### src/rtl/vga_timing_pkg.sv
// Shared 640x480@60 timing constants and helpers, used by the sync generator
// and by the figure renderers that consume HCount/VCount.
package vga_timing_pkg;

  localparam int VGA_H_VISIBLE = 640;
  localparam int VGA_H_FRONT   = 16;
  localparam int VGA_H_SYNC    = 96;
  localparam int VGA_H_BACK    = 48;
  localparam int VGA_H_TOTAL   = VGA_H_VISIBLE + VGA_H_FRONT + VGA_H_SYNC + VGA_H_BACK;

  localparam int VGA_V_VISIBLE = 480;
  localparam int VGA_V_FRONT   = 10;
  localparam int VGA_V_SYNC    = 2;
  localparam int VGA_V_BACK    = 33;
  localparam int VGA_V_TOTAL   = VGA_V_VISIBLE + VGA_V_FRONT + VGA_V_SYNC + VGA_V_BACK;

  localparam int          CNT_W       = 10;
  localparam logic        SYNC_ACTIVE = 1'b0;
  localparam logic [2:0]  RGB_BLANK   = 3'b000;

  function automatic logic in_window(input logic [CNT_W-1:0] pos, input int lo, input int hi);
    return (int'(pos) >= lo) && (int'(pos) <= hi);
  endfunction

endpackage

### src/rtl/vga_counter.sv
// Modulo-N position counter with enable; wrap_o strobes on the enabled
// cycle that takes the count back to zero.
module vga_counter #(
  parameter int MODULUS = 800,
  parameter int W       = 10
) (
  input  logic         clk,
  input  logic         reset,
  input  logic         en_i,
  output logic [W-1:0] count_o,
  output logic         wrap_o
);

  localparam logic [W-1:0] LAST = W'(MODULUS - 1);

  logic [W-1:0] count_q, count_d;
  logic         at_end;

  // ">=" so an out-of-range value also falls back to zero on the next enable
  assign at_end = (count_q >= LAST);
  assign wrap_o = en_i & at_end;

  always_comb begin
    count_d = count_q;
    if (en_i) begin
      count_d = at_end ? '0 : count_q + 1'b1;
    end
  end

  always_ff @(posedge clk) begin
    if (reset) begin
      count_q <= '0;
    end else begin
      count_q <= count_d;
    end
  end

  assign count_o = count_q;

endmodule

### src/rtl/vga_sync_gen.sv
// VGA raster timing: pixel-rate divider, H/V position counters and
// registered, blanked sync/colour outputs one pixel behind the counters.
module vga_sync_gen #(
  parameter int H_VISIBLE = vga_timing_pkg::VGA_H_VISIBLE,
  parameter int H_FRONT   = vga_timing_pkg::VGA_H_FRONT,
  parameter int H_SYNC    = vga_timing_pkg::VGA_H_SYNC,
  parameter int H_BACK    = vga_timing_pkg::VGA_H_BACK,
  parameter int V_VISIBLE = vga_timing_pkg::VGA_V_VISIBLE,
  parameter int V_FRONT   = vga_timing_pkg::VGA_V_FRONT,
  parameter int V_SYNC    = vga_timing_pkg::VGA_V_SYNC,
  parameter int V_BACK    = vga_timing_pkg::VGA_V_BACK
) (
  input  logic       clk,
  input  logic       reset,
  input  logic [2:0] rgb_in,
  output logic [9:0] HCount,
  output logic [9:0] VCount,
  output logic       video_on,
  output logic       pixel_tick,
  output logic       frame_start,
  output logic       hsync,
  output logic       vsync,
  output logic [2:0] rgb_out
);

  import vga_timing_pkg::*;

  localparam int H_TOTAL      = H_VISIBLE + H_FRONT + H_SYNC + H_BACK;
  localparam int V_TOTAL      = V_VISIBLE + V_FRONT + V_SYNC + V_BACK;
  localparam int H_SYNC_START = H_VISIBLE + H_FRONT;
  localparam int H_SYNC_END   = H_SYNC_START + H_SYNC - 1;
  localparam int V_SYNC_START = V_VISIBLE + V_FRONT;
  localparam int V_SYNC_END   = V_SYNC_START + V_SYNC - 1;

  logic             div_q, div_d;
  logic             h_wrap, v_wrap;
  logic [CNT_W-1:0] h_count, v_count;
  logic             hsync_raw, vsync_raw;
  logic             hsync_q, hsync_d;
  logic             vsync_q, vsync_d;
  logic [2:0]       rgb_q, rgb_d;

  assign div_d      = ~div_q;
  assign pixel_tick = div_q;

  vga_counter #(.MODULUS(H_TOTAL), .W(CNT_W)) u_hcnt (
    .clk     (clk),
    .reset   (reset),
    .en_i    (pixel_tick),
    .count_o (h_count),
    .wrap_o  (h_wrap)
  );

  vga_counter #(.MODULUS(V_TOTAL), .W(CNT_W)) u_vcnt (
    .clk     (clk),
    .reset   (reset),
    .en_i    (h_wrap),
    .count_o (v_count),
    .wrap_o  (v_wrap)
  );

  // v_wrap can only fire on an h_wrap, which itself only fires on pixel_tick
  assign frame_start = v_wrap;

  assign video_on  = (h_count < CNT_W'(H_VISIBLE)) && (v_count < CNT_W'(V_VISIBLE));
  assign hsync_raw = in_window(h_count, H_SYNC_START, H_SYNC_END) ? SYNC_ACTIVE : ~SYNC_ACTIVE;
  assign vsync_raw = in_window(v_count, V_SYNC_START, V_SYNC_END) ? SYNC_ACTIVE : ~SYNC_ACTIVE;

  always_comb begin
    hsync_d = hsync_q;
    vsync_d = vsync_q;
    rgb_d   = rgb_q;
    if (pixel_tick) begin
      hsync_d = hsync_raw;
      vsync_d = vsync_raw;
      rgb_d   = video_on ? rgb_in : RGB_BLANK;
    end
  end

  always_ff @(posedge clk) begin
    if (reset) begin
      div_q   <= 1'b0;
      hsync_q <= ~SYNC_ACTIVE;
      vsync_q <= ~SYNC_ACTIVE;
      rgb_q   <= RGB_BLANK;
    end else begin
      div_q   <= div_d;
      hsync_q <= hsync_d;
      vsync_q <= vsync_d;
      rgb_q   <= rgb_d;
    end
  end

  assign HCount  = h_count;
  assign VCount  = v_count;
  assign hsync   = hsync_q;
  assign vsync   = vsync_q;
  assign rgb_out = rgb_q;

endmodule

### config.mk
export PLATFORM = sky130hd
export DESIGN_NAME = vga_sync_gen
export DESIGN_NICKNAME = d
export VERILOG_FILES = /design/src/rtl/vga_timing_pkg.sv /design/src/rtl/vga_counter.sv /design/src/rtl/vga_sync_gen.sv
export SDC_FILE = /design/constraint.sdc
export NUM_CORES = 1
export LEC_CHECK = 0
export ABC_AREA = 1
export BUFFER_PORTS_ARGS = -buffer_cell sky130_fd_sc_hd__buf_4
export CAP_MARGIN = 20
export CORE_MARGIN = 10
export CORE_UTILIZATION = 47
export CTS_CLUSTER_DIAMETER = 150
export DETAILED_ROUTE_END_ITERATION = 6
export GPL_TIMING_DRIVEN = 1
export PLACE_DENSITY = 0.74
export SLEW_MARGIN = 40
export SYNTH_ARGS = -nofsm -noshare
export SYNTH_HDL_FRONTEND = slang
export SYNTH_SLANG_ARGS = --single-unit
### constraint.sdc
create_clock -name clk -period 1.5 [get_ports clk]
set_clock_uncertainty 0.15 [all_clocks]
set_input_delay 0.075 -clock clk [delete_from_list [all_inputs] [get_ports clk]]
set_output_delay 0.075 -clock clk [all_outputs]
set_load 0.05 [all_outputs]
---- Word level (Yosys, flattened, before mapping) ----
Index checks and enable logic that the tools add are counted.
cells by class
  $add $sub $neg .......................... 2
  $lt $le $gt $ge ......................... 8
  multiplexer cells ....................... 5
  bitwise logic cells ..................... 3
  reduce and logical (&&, ||, !) cells .... 3
operators by type and width
  cell                   number
  $ge 10x10->1 const B   3
  $add 10x1->10 const B  2
  $mux 10                2
  $ge 10x9->1 const B    1
  $le 10x10->1 const B   1
  $le 10x9->1 const B    1
  $lt 10x10->1 const B   1
  $lt 10x9->1 const B    1
  $logic_and 1x1->1      3
  $mux 3                 1
  $and 1x1->1            2
  $mux 1                 2
  $not 1->1              1
word-level totals
  register bits ........................... 26
  input bits .............................. 5
  output and inout bits ................... 28
  logic and storage cells ................. 27

---- Depth between registers and ports, before layout ----
Gate-level depths: netlist of run 1.
  depth after elaboration ................. 3
  gate-level depth with buffers ........... 10
  gate-level depth less buffers ........... 9

---- Cells and area by module ----
A second synthesis of run 1 with hierarchy kept.
second synthesis, totals
  cells, all modules ...................... 209
  area total of the unflattened synthesis .. 1,448.9 µm²
modules (own cells, without submodules)
  module                 instances  cells each  area an instance (µm²)  seq. area each (µm²)
  vga_counter at u_vcnt  1          79          579.3                   200.2
  vga_counter at u_hcnt  1          75          538.0                   200.2
  vga_sync_gen           1          55          331.6                   120.1

---- Worst setup path before layout of run 1 ----
No wires, ideal clock.
  path type ............................... register to output
  start ................................... reg u_hcnt.count_q[1], in the netlist u_hcnt.count_o[1]
  end ..................................... out frame_start
  arrival time ............................ 2,200 ps
  data required time ...................... 1,275 ps
  slack ................................... -925 ps
  stages on the path, launching flop included .. 9
  path buffers ............................ 1
  cells stage by stage .................... dfxtp_1 ha_1 nand2_1 nor2_4 nor2_2 nor2_4 nand2_4 buf_6 nor2_1
on the way
  cells in the longest elaborated chain, start to end .. 3
ends and longest elaborated chain
  what                      RTL line            RTL
  start: declaration        vga_counter.sv:16   logic [W-1:0] count_q, count_d;
  start signal: assignment  vga_counter.sv:34   count_q <= count_d;
  $ge 10x10->1              vga_counter.sv:20   assign at_end = (count_q >= LAST);
  $and 1x1->1 (2 in a row)  vga_counter.sv:21   assign wrap_o = en_i & at_end;
  end: declaration          vga_sync_gen.sv:20  output logic frame_start,
Every way passes these cells.

---- Final worst setup path of run 1 ----
  start ................................... reg u_hcnt.count_q[0], in the netlist u_hcnt.count_o[0]
  end ..................................... out frame_start
Same word-level chain as after synthesis.

==> metrics.cfg, run 1 <==
[die]
ios = 33
die_area_sq_um = 5500
initial_core_util_pct = 49.5
chipWidth_microns = 74.1
placementRows = 19
die_y_microns = 74.1
core_sq_um = 2780

[power]
seqPwrFrac_pct = 56.5
max-vdd-ir-drop_uv = 631
clkPwrFrac_pct = 33.0
combPwrFrac_pct = 10.5
powerDensity_nw_per_um2 = 602
p_int_mw = 0.933
netSwitchingFraction_pct = 24.1
cellLeakagePower_nw = 0.947
power_switching_mw = 0.296

[timing]
rsz0062_at_grt = true
hold-worst-slack_ps = 315
finalSetupViolations = 20
slew_viol_final = 0
timing.final.crit_share_pct = 115
finalCriticalPeriod_ps = 1720
max_freq_mhz = 582
hold_violations = 0
worst_slew_pin_slew_ps = 306
tns_ps = -1570
max_slew_margin_pct = 79.5
setup_slack_ps = -219

[worst_setup_path]
r2r_setup_slack_ps = -160
cp_num_buf_inv = 1
cp.depth = 8
cp-start-kind = register
path_common_cell = nor2_4
rr_worst_depth = 11
crit_fanout = 3
reg2reg_to = u_vcnt.count_o[9]$_SDFFE_PP0P_
critPathCapture = frame_start
end_kind = output pin
crit_path_cell_trace = ha_4 > nand2_4 > nor2_4 > nor2_2 > nor2_4 > nand2_4 > nor2_4 > buf_8
criticalPathCategory = register to output pin
crit_family = simple AND/OR/NAND/NOR gates
startpoint = u_hcnt.count_o[0]$_SDFFE_PP0P_
critPathArrivalTime_ps = 1490
slowest_stage = dfxtp_4
regToRegStartpoint = u_hcnt.count_o[0]$_SDFFE_PP0P_
critical-path-max-stage-delay_ps = 380
cp.required_ps = 1270

[cts]
cts_buffer_depth = 2
cts-root-buf = clkbuf_4
cts_sinks = 26
cts_tree = done
cts.htree.levels = 1
clk_pin_slew_ps = 140
numCtsBuffers = 3
worstSkewPairLatency_ps = 310

[synthesis]
syn_area_sq_um = 1380
ys_types = 25
syn_nets = 212
yosys_warnings = 0
syn_inst = 203
syn_avg_cell_area_sq_um = 6.79
ys_ff_latch = 26
yosysSeqAreaShare_pct = 37.8

[routing]
ant_nets = 0
avgRoutedWirePerCell_microns = 13.1
vias = 1485
drtIter0Drc = 113
wl_microns = 3820
vias_per_cell = 5.10
dr.pass1.iters = 4
drc_errors = 0

[run]
max-cap-violations = 0

[layout]
mostFrequentLayoutCells = nand2_1, buf_4, nor2_1
final_common_cell = nand2_1
drive_above_1_share_pct = 40.0
diodes = 0
area_growth_pct = 48.3
fin_nets = 270
instances_no_fill = 291

[placement]
gp_congestion = 0.940
place_inst = 276
portBuffers = 32
place_hpwl_microns = 2820

[global_routing]
grt_pass1_wl_microns = 6580
grtUsageMet1_pct = 16.9
grt_util_met3_pct = 3.32
overflow = 0
grt_pass1_vias = 1452
antenna_found_initial = 0
track_usage_pct = 14.6
grt_max_degree = 16
top_usage_layer = met2
met2_usage_pct = 25.8

[outcome]
violations = setup timing
status = finished, violations left

[hold_path]
holdCritPathClass = register to register

-- kinds of logic after synthesis --
group / Yosys count / share of synthesized area, %
AOI/OAI and AO/OA: 17 / 7.45
xor gates and xnor gates: 5 / 3.18
adders and majority gates: 4 / 3.63
buffers and inverters: 24 / 7.36
DFF: 26 / 37.8
and+or+nand+nor: 127 / 40.6
-- layout make-up --
class | count | area (sq um)
Multi-Input combinational cell | 153 | 840
Fill cell | 212 | 738
Tap cell | 31 | 38.8
Timing Repair Buffer | 58 | 464
Clock buffer | 4 | 47.5
Sequential cell | 26 | 579
Inverter | 19 | 73.8
-- worst min-delay path: cells and delay by family, from the launching register on --
| family | cells | cell delay [ps] |
|---|---|---|
| and+or+nand+nor | 2 | 100 |
| DFF | 1 | 340 |
-- per-stage QoR --
stage	cell area, sq um	power, mW	util [%]	worst slack, ps
after global routing	2040	1.28	73.5	-290
after floorplan	1490	0.789	-	-164
after global placement	1830	0.832	65.8	25.2
after detailed placement	1830	0.834	65.8	-43.1
after CTS	2010	1.25	72.4	-266
final	2040	1.23	73.5	-219
-- timing repair --
| item | CTS | global route |
|---|---|---|
| hold buffers | 4 | 0 |
| gates resized for setup | 12 | 8 |
| endpoints found under the hold margin | 10 | 0 |
| setup buffers | 8 | 0 |
| setup endpoints to repair | 9 | 21 |
| pin swaps | 7 | 3 |
-- Yosys cell counts --
master    number  area share, %
nor2_4         3            2.5
nand2_2        4            1.8
clkbuf_1       1           0.27
nor3b_1        1           0.55
nor2_1        35            9.5
o21ai_0        2           0.73
a41oi_1        1           0.64
nand2_1       57             16
inv_1         19            5.2
nand2_4        1           0.82
ha_1           4            3.6
o21ai_2        1           0.64
a31o_2         1           0.64
nand3_1       15            5.4
nor3_1         6            2.2
o21bai_1       2            1.1
a21oi_1        9            3.3
dfxtp_1       26             38
xnor2_1        2            1.3
nor2_2         3            1.4
nand4_1        2           0.91
buf_2          3            1.1
buf_6          1           0.82
a31oi_1        1           0.45
xor2_1         3            1.9
-- per-layer routing --
metal	vias to the layer above	wire length, microns
li1	756	-
met1	672	1580
met2	51	1900
met3	6	291
met4	0	48
met5	-	0
-- power by group through the flow --
| stage | combinational [mW] | clock [mW] | sequential, mW |
|---|---|---|---|
| after floorplan | 0.0364 | 0 | 0.752 |
| after global placement | 0.115 | 0 | 0.717 |
| after detailed placement | 0.117 | 0 | 0.717 |
| after CTS | 0.127 | 0.428 | 0.697 |
| after global routing | 0.140 | 0.443 | 0.697 |
| final | 0.129 | 0.406 | 0.695 |
-- how the worst min path moves through the flow --
| stage | slack [ps] | endpoint | startpoint | cells after the start |
|---|---|---|---|---|
| after floorplan | 60 | rgb_out[0]$_SDFFE_PP0P_ | rgb_in[0] | 2 |
| after global placement | 140 | rgb_out[2]$_SDFFE_PP0P_ | rgb_in[2] | 3 |
| after detailed placement | 150 | rgb_out[1]$_SDFFE_PP0P_ | rgb_in[1] | 3 |
| after CTS | 320 | rgb_out[0]$_SDFFE_PP0P_ | rgb_out[0]$_SDFFE_PP0P_ | 2 |
| after global routing | 340 | rgb_out[2]$_SDFFE_PP0P_ | rgb_out[2]$_SDFFE_PP0P_ | 2 |
| final | 310 | rgb_out[0]$_SDFFE_PP0P_ | rgb_out[0]$_SDFFE_PP0P_ | 2 |
-- sequential cells by signal, summed over array words and instances (netlist names) --
register        cells
u_hcnt.count_o     10
rgb_out             3
pixel_tick          1
u_vcnt.count_o     10
hsync               1
vsync               1
Note: power is estimated with default switching activity, not from simulation.
==> inputs of run 2 (changes only) <==
--- a/config.mk
+++ b/config.mk
@@ -14,6 +14,7 @@
 export DETAILED_ROUTE_END_ITERATION = 6
 export GPL_TIMING_DRIVEN = 1
 export PLACE_DENSITY = 0.74
+export SETUP_SLACK_MARGIN = 0.5
 export SLEW_MARGIN = 40
 export SYNTH_ARGS = -nofsm -noshare
 export SYNTH_HDL_FRONTEND = slang
==> run 2 against run 1 <==
  * The run now fails in global routing (5_1_grt)
  * Synthesized cell count did not move
  * Synthesized area unchanged
==> metrics.cfg, run 2 <==
[synthesis]
yosys_warnings = 0  ; unchanged
synthTopCellsByCount = nand2_1, nor2_1, dfxtp_1
syn_avg_cell_area_sq_um = 6.79  ; unchanged
synthArstFlopShare_pct = 0  ; unchanged
synth_ff_type = dfxtp_1
syn_inst = 203  ; unchanged
synth_top_cell_by_area = dfxtp_1
yosysTopAreaCellShare_pct = 37.8  ; unchanged
yosysSeqAreaShare_pct = 37.8  ; unchanged
synth-edff-count = 0  ; unchanged
post-synth-top-count-cell = nand2_1
synth_area_leaders = dfxtp_1, nand2_1, nor2_1
syn_area_sq_um = 1380  ; unchanged
ys_ff_latch = 26  ; unchanged
ys_types = 25  ; unchanged
syn_nets = 212  ; unchanged

[placement]
portBuffers = 32  ; unchanged
gp_congestion = 0.877  ; -6.7%
place_hpwl_microns = 3130  ; +11%
pre_cts_slack_ps = -91.5  ; -48.5 ps

[cts]
numCtsBuffers = 3  ; unchanged
cts-root-buf = clkbuf_4
cts.htree.levels = 1  ; unchanged
cts_buffer_depth = 2  ; unchanged
cts_sinks = 26  ; unchanged

[global_routing]
grt_max_degree = 16

[die]
chipWidth_microns = 74.1  ; unchanged
die_y_microns = 74.1  ; unchanged
ios = 33  ; unchanged
placementRows = 19  ; unchanged
initial_core_util_pct = 49.5  ; unchanged

[timing]
grt_repair_worst_endpoint = frame_start
worst-ep-kind = output port

[outcome]
error_line = [ERROR DPL-0038] Utilization greater than 100%, impossible to legalize
status = did not finish
stop_stage = global routing (5_1_grt)

run 2: cell counts after synthesis:
No cell type changed its count.
run 2: cells by family after synthesis:
family	Yosys count	synth area share, %
simple gates	127	40.6
flops	26	37.8
buf+inv	24	7.36
compound gates	17	7.45
xor+xnor	5	3.18
fa+ha+maj	4	3.63
run 2: repair_timing:
item / in CTS
setup endpoints to repair: 53
endpoints found under the hold margin: 10
hold buffers: 3
cloned: 1
setup buffers: 21
resized for setup: 90
pin swaps: 11
run 2: stage by stage:
step | area, sq um | TNS [ps] | utilization [%] | instances
after floorplan | 1550 | -519 | - | 203
after global placement | 1880 | 0 | 67.7 | 275
after detailed placement | 1880 | -229 | 67.7 | 275
after CTS | 2470 | -3580 | 88.9 | 304
==> inputs of run 3 (changes only) <==
--- a/config.mk
+++ b/config.mk
@@ -8,13 +8,11 @@
 export ABC_AREA = 1
 export BUFFER_PORTS_ARGS = -buffer_cell sky130_fd_sc_hd__buf_4
 export CAP_MARGIN = 20
-export CORE_MARGIN = 10
-export CORE_UTILIZATION = 47
-export CTS_CLUSTER_DIAMETER = 150
+export CORE_AREA = 10 10 71 73
 export DETAILED_ROUTE_END_ITERATION = 6
+export DIE_AREA = 0 0 81 83
 export GPL_TIMING_DRIVEN = 1
-export PLACE_DENSITY = 0.74
-export SETUP_SLACK_MARGIN = 0.5
+export PLACE_DENSITY_LB_ADDON = 0.15
 export SLEW_MARGIN = 40
 export SYNTH_ARGS = -nofsm -noshare
 export SYNTH_HDL_FRONTEND = slang
==> constraint.sdc (replaced) <==
create_clock -name clk -period 1.95 [get_ports clk]
set_clock_uncertainty 0.15 [all_clocks]
set_input_delay 0.0975 -clock clk [delete_from_list [all_inputs] [get_ports clk]]
set_output_delay 0.0975 -clock clk [all_outputs]
set_load 0.05 [all_outputs]
==> run 3 against run 2 <==
  * The flow now finishes without violations
==> metrics.cfg, run 3 (synthesized netlist as in run 1, its figures left out) <==
[outcome]
status = complete, no violations

[layout]
fin_nets = 264
diodes = 0
drive_above_1_share_pct = 28.1
final_common_cell = nand2_1
area_growth_pct = 36.8
mostFrequentLayoutCells = nand2_1, buf_4, nor2_1

[cts]
clk_pin_slew_ps = 90
numCtsBuffers = 3  ; unchanged
cts_buffer_depth = 2  ; unchanged
cts-root-buf = clkbuf_8
cts_tree = done
cts_sinks = 26  ; unchanged
cts.htree.levels = 1  ; unchanged
worstSkewPairLatency_ps = 280

[worst_setup_path]
critical-path-max-stage-delay_ps = 360
critPathArrivalTime_ps = 1600
slowest_stage = dfxtp_2
criticalPathCategory = register to output pin
end_kind = output pin
r2r_setup_slack_ps = 210
reg2reg_to = u_vcnt.count_o[9]$_SDFFE_PP0P_
cp.required_ps = 1700
crit_path_cell_trace = ha_2 > nand2_2 > nor2_4 > nor2_2 > nor2_4 > nand2_8 > nor2_4 > buf_8
rr_worst_depth = 9
cp-start-kind = register
regToRegStartpoint = u_hcnt.count_o[0]$_SDFFE_PP0P_
crit_fanout = 6
path_common_cell = nor2_4

[power]
powerDensity_nw_per_um2 = 506
cellLeakagePower_nw = 0.816
max-vdd-ir-drop_uv = 553

[die]
die_area_sq_um = 6720
core_sq_um = 3630
ios = 33  ; unchanged
die_y_microns = 83  ; +12%
chipWidth_microns = 81  ; +9.3%
initial_core_util_pct = 37.9  ; -12 points
placementRows = 22  ; +3

[routing]
vias_per_cell = 4.67
ant_nets = 0
vias = 1405
dr.pass1.iters = 4
drc_errors = 0
wl_microns = 3750
drtIter0Drc = 58
avgRoutedWirePerCell_microns = 12.5

[timing]
finalCriticalPeriod_ps = 1850
tns_ps = 0
max_freq_mhz = 542
setup_slack_ps = 104
max_slew_margin_pct = 62.7
hold_violations = 0
rsz0062_at_grt = false
slew_viol_final = 0
worst_slew_pin_slew_ps = 556
finalSetupViolations = 0
timing.final.crit_share_pct = 94.7

[placement]
place_hpwl_microns = 2840  ; -9.1%
pre_cts_slack_ps = 274  ; +365 ps
portBuffers = 32  ; unchanged
gp_congestion = 0.852  ; -2.9%

[hold_path]
min_delay_path_depth = 2
min-delay-start = rgb_out[1]$_SDFFE_PP0P_
worstHoldEndpoint = rgb_out[1]$_SDFFE_PP0P_
holdCritPathClass = register to register

[global_routing]
antenna_found_initial = 0
grt_pass1_wl_microns = 6290
grt_max_degree = 14
track_usage_pct = 11.5
overflow = 0
grt_pass1_vias = 1326

[run]
max-cap-violations = 0

## run 3: area by class of cell
cell class	count	area (sq um)
repair buffers	52	408
well taps	48	60.1
inverters	19	71.3
clock buffers	3	41.3
fillers	396	1750
flip-flops and latches	26	524
multi-input cells	153	779
## run 3: worst max path at each step
stage               slack, ps                        endpoint                      startpoint
floorplan                  30                     frame_start  u_vcnt.count_o[2]$_SDFFE_PP0P_
global placement          300  u_vcnt.count_o[8]$_SDFFE_PP0P_  u_hcnt.count_o[0]$_SDFFE_PP0P_
detailed placement        270  u_hcnt.count_o[7]$_SDFFE_PP0P_  u_hcnt.count_o[0]$_SDFFE_PP0P_
CTS                        20                     frame_start  u_hcnt.count_o[1]$_SDFFE_PP0P_
global route                6                     frame_start  u_hcnt.count_o[1]$_SDFFE_PP0P_
finish                    100                     frame_start  u_hcnt.count_o[0]$_SDFFE_PP0P_
## run 3: timing repair
| item | CTS | global route |
|---|---|---|
| setup endpoints to repair | 1 | 1 |
| resized for setup | 1 | 5 |
| hold buffers | 4 | 0 |
| pin swaps | 0 | 3 |
| setup buffers | 0 | 7 |
| hold endpoints to repair | 10 | 0 |
## run 3: critical path, delay by kind of cell (launching register included)
family	cells	cell delay, ps
AND/OR/NAND/NOR	6	630
flip-flops	1	360
adder cells (fa/ha/maj)	1	190
buffers and inverters	1	150
## run 3: metal layers
metal	global-route usage [%]	vias to the layer above	wire length, microns
met5	0	-	0
met4	3.60	0	51
met3	4.74	6	265
met2	18.7	29	1840
met1	13.1	628	1590
li1	-	742	-
## run 3: where the power goes
part	internal [mW]	switching [mW]	leakage, nW
Clock	0.139	0.169	0.0216
Sequential	0.540	0.00691	0.212
Combinational	0.0360	0.0633	0.583
Total	0.714	0.240	0.816
## run 3: through the flow
step | utilization (%) | hold slack [ps] | cells | total power, mW | area [sq um]
3_3_place_gp | 47.6 | 170 | 287 | 0.644 | 1730
3_5_place_dp | 47.6 | 171 | 287 | 0.644 | 1730
2_1_floorplan | - | 78.8 | 203 | 0.614 | 1390
4_1_cts | 49.9 | 312 | 294 | 0.962 | 1810
6_report | 51.9 | 309 | 301 | 0.954 | 1880
5_1_grt | 51.9 | 353 | 301 | 0.994 | 1880
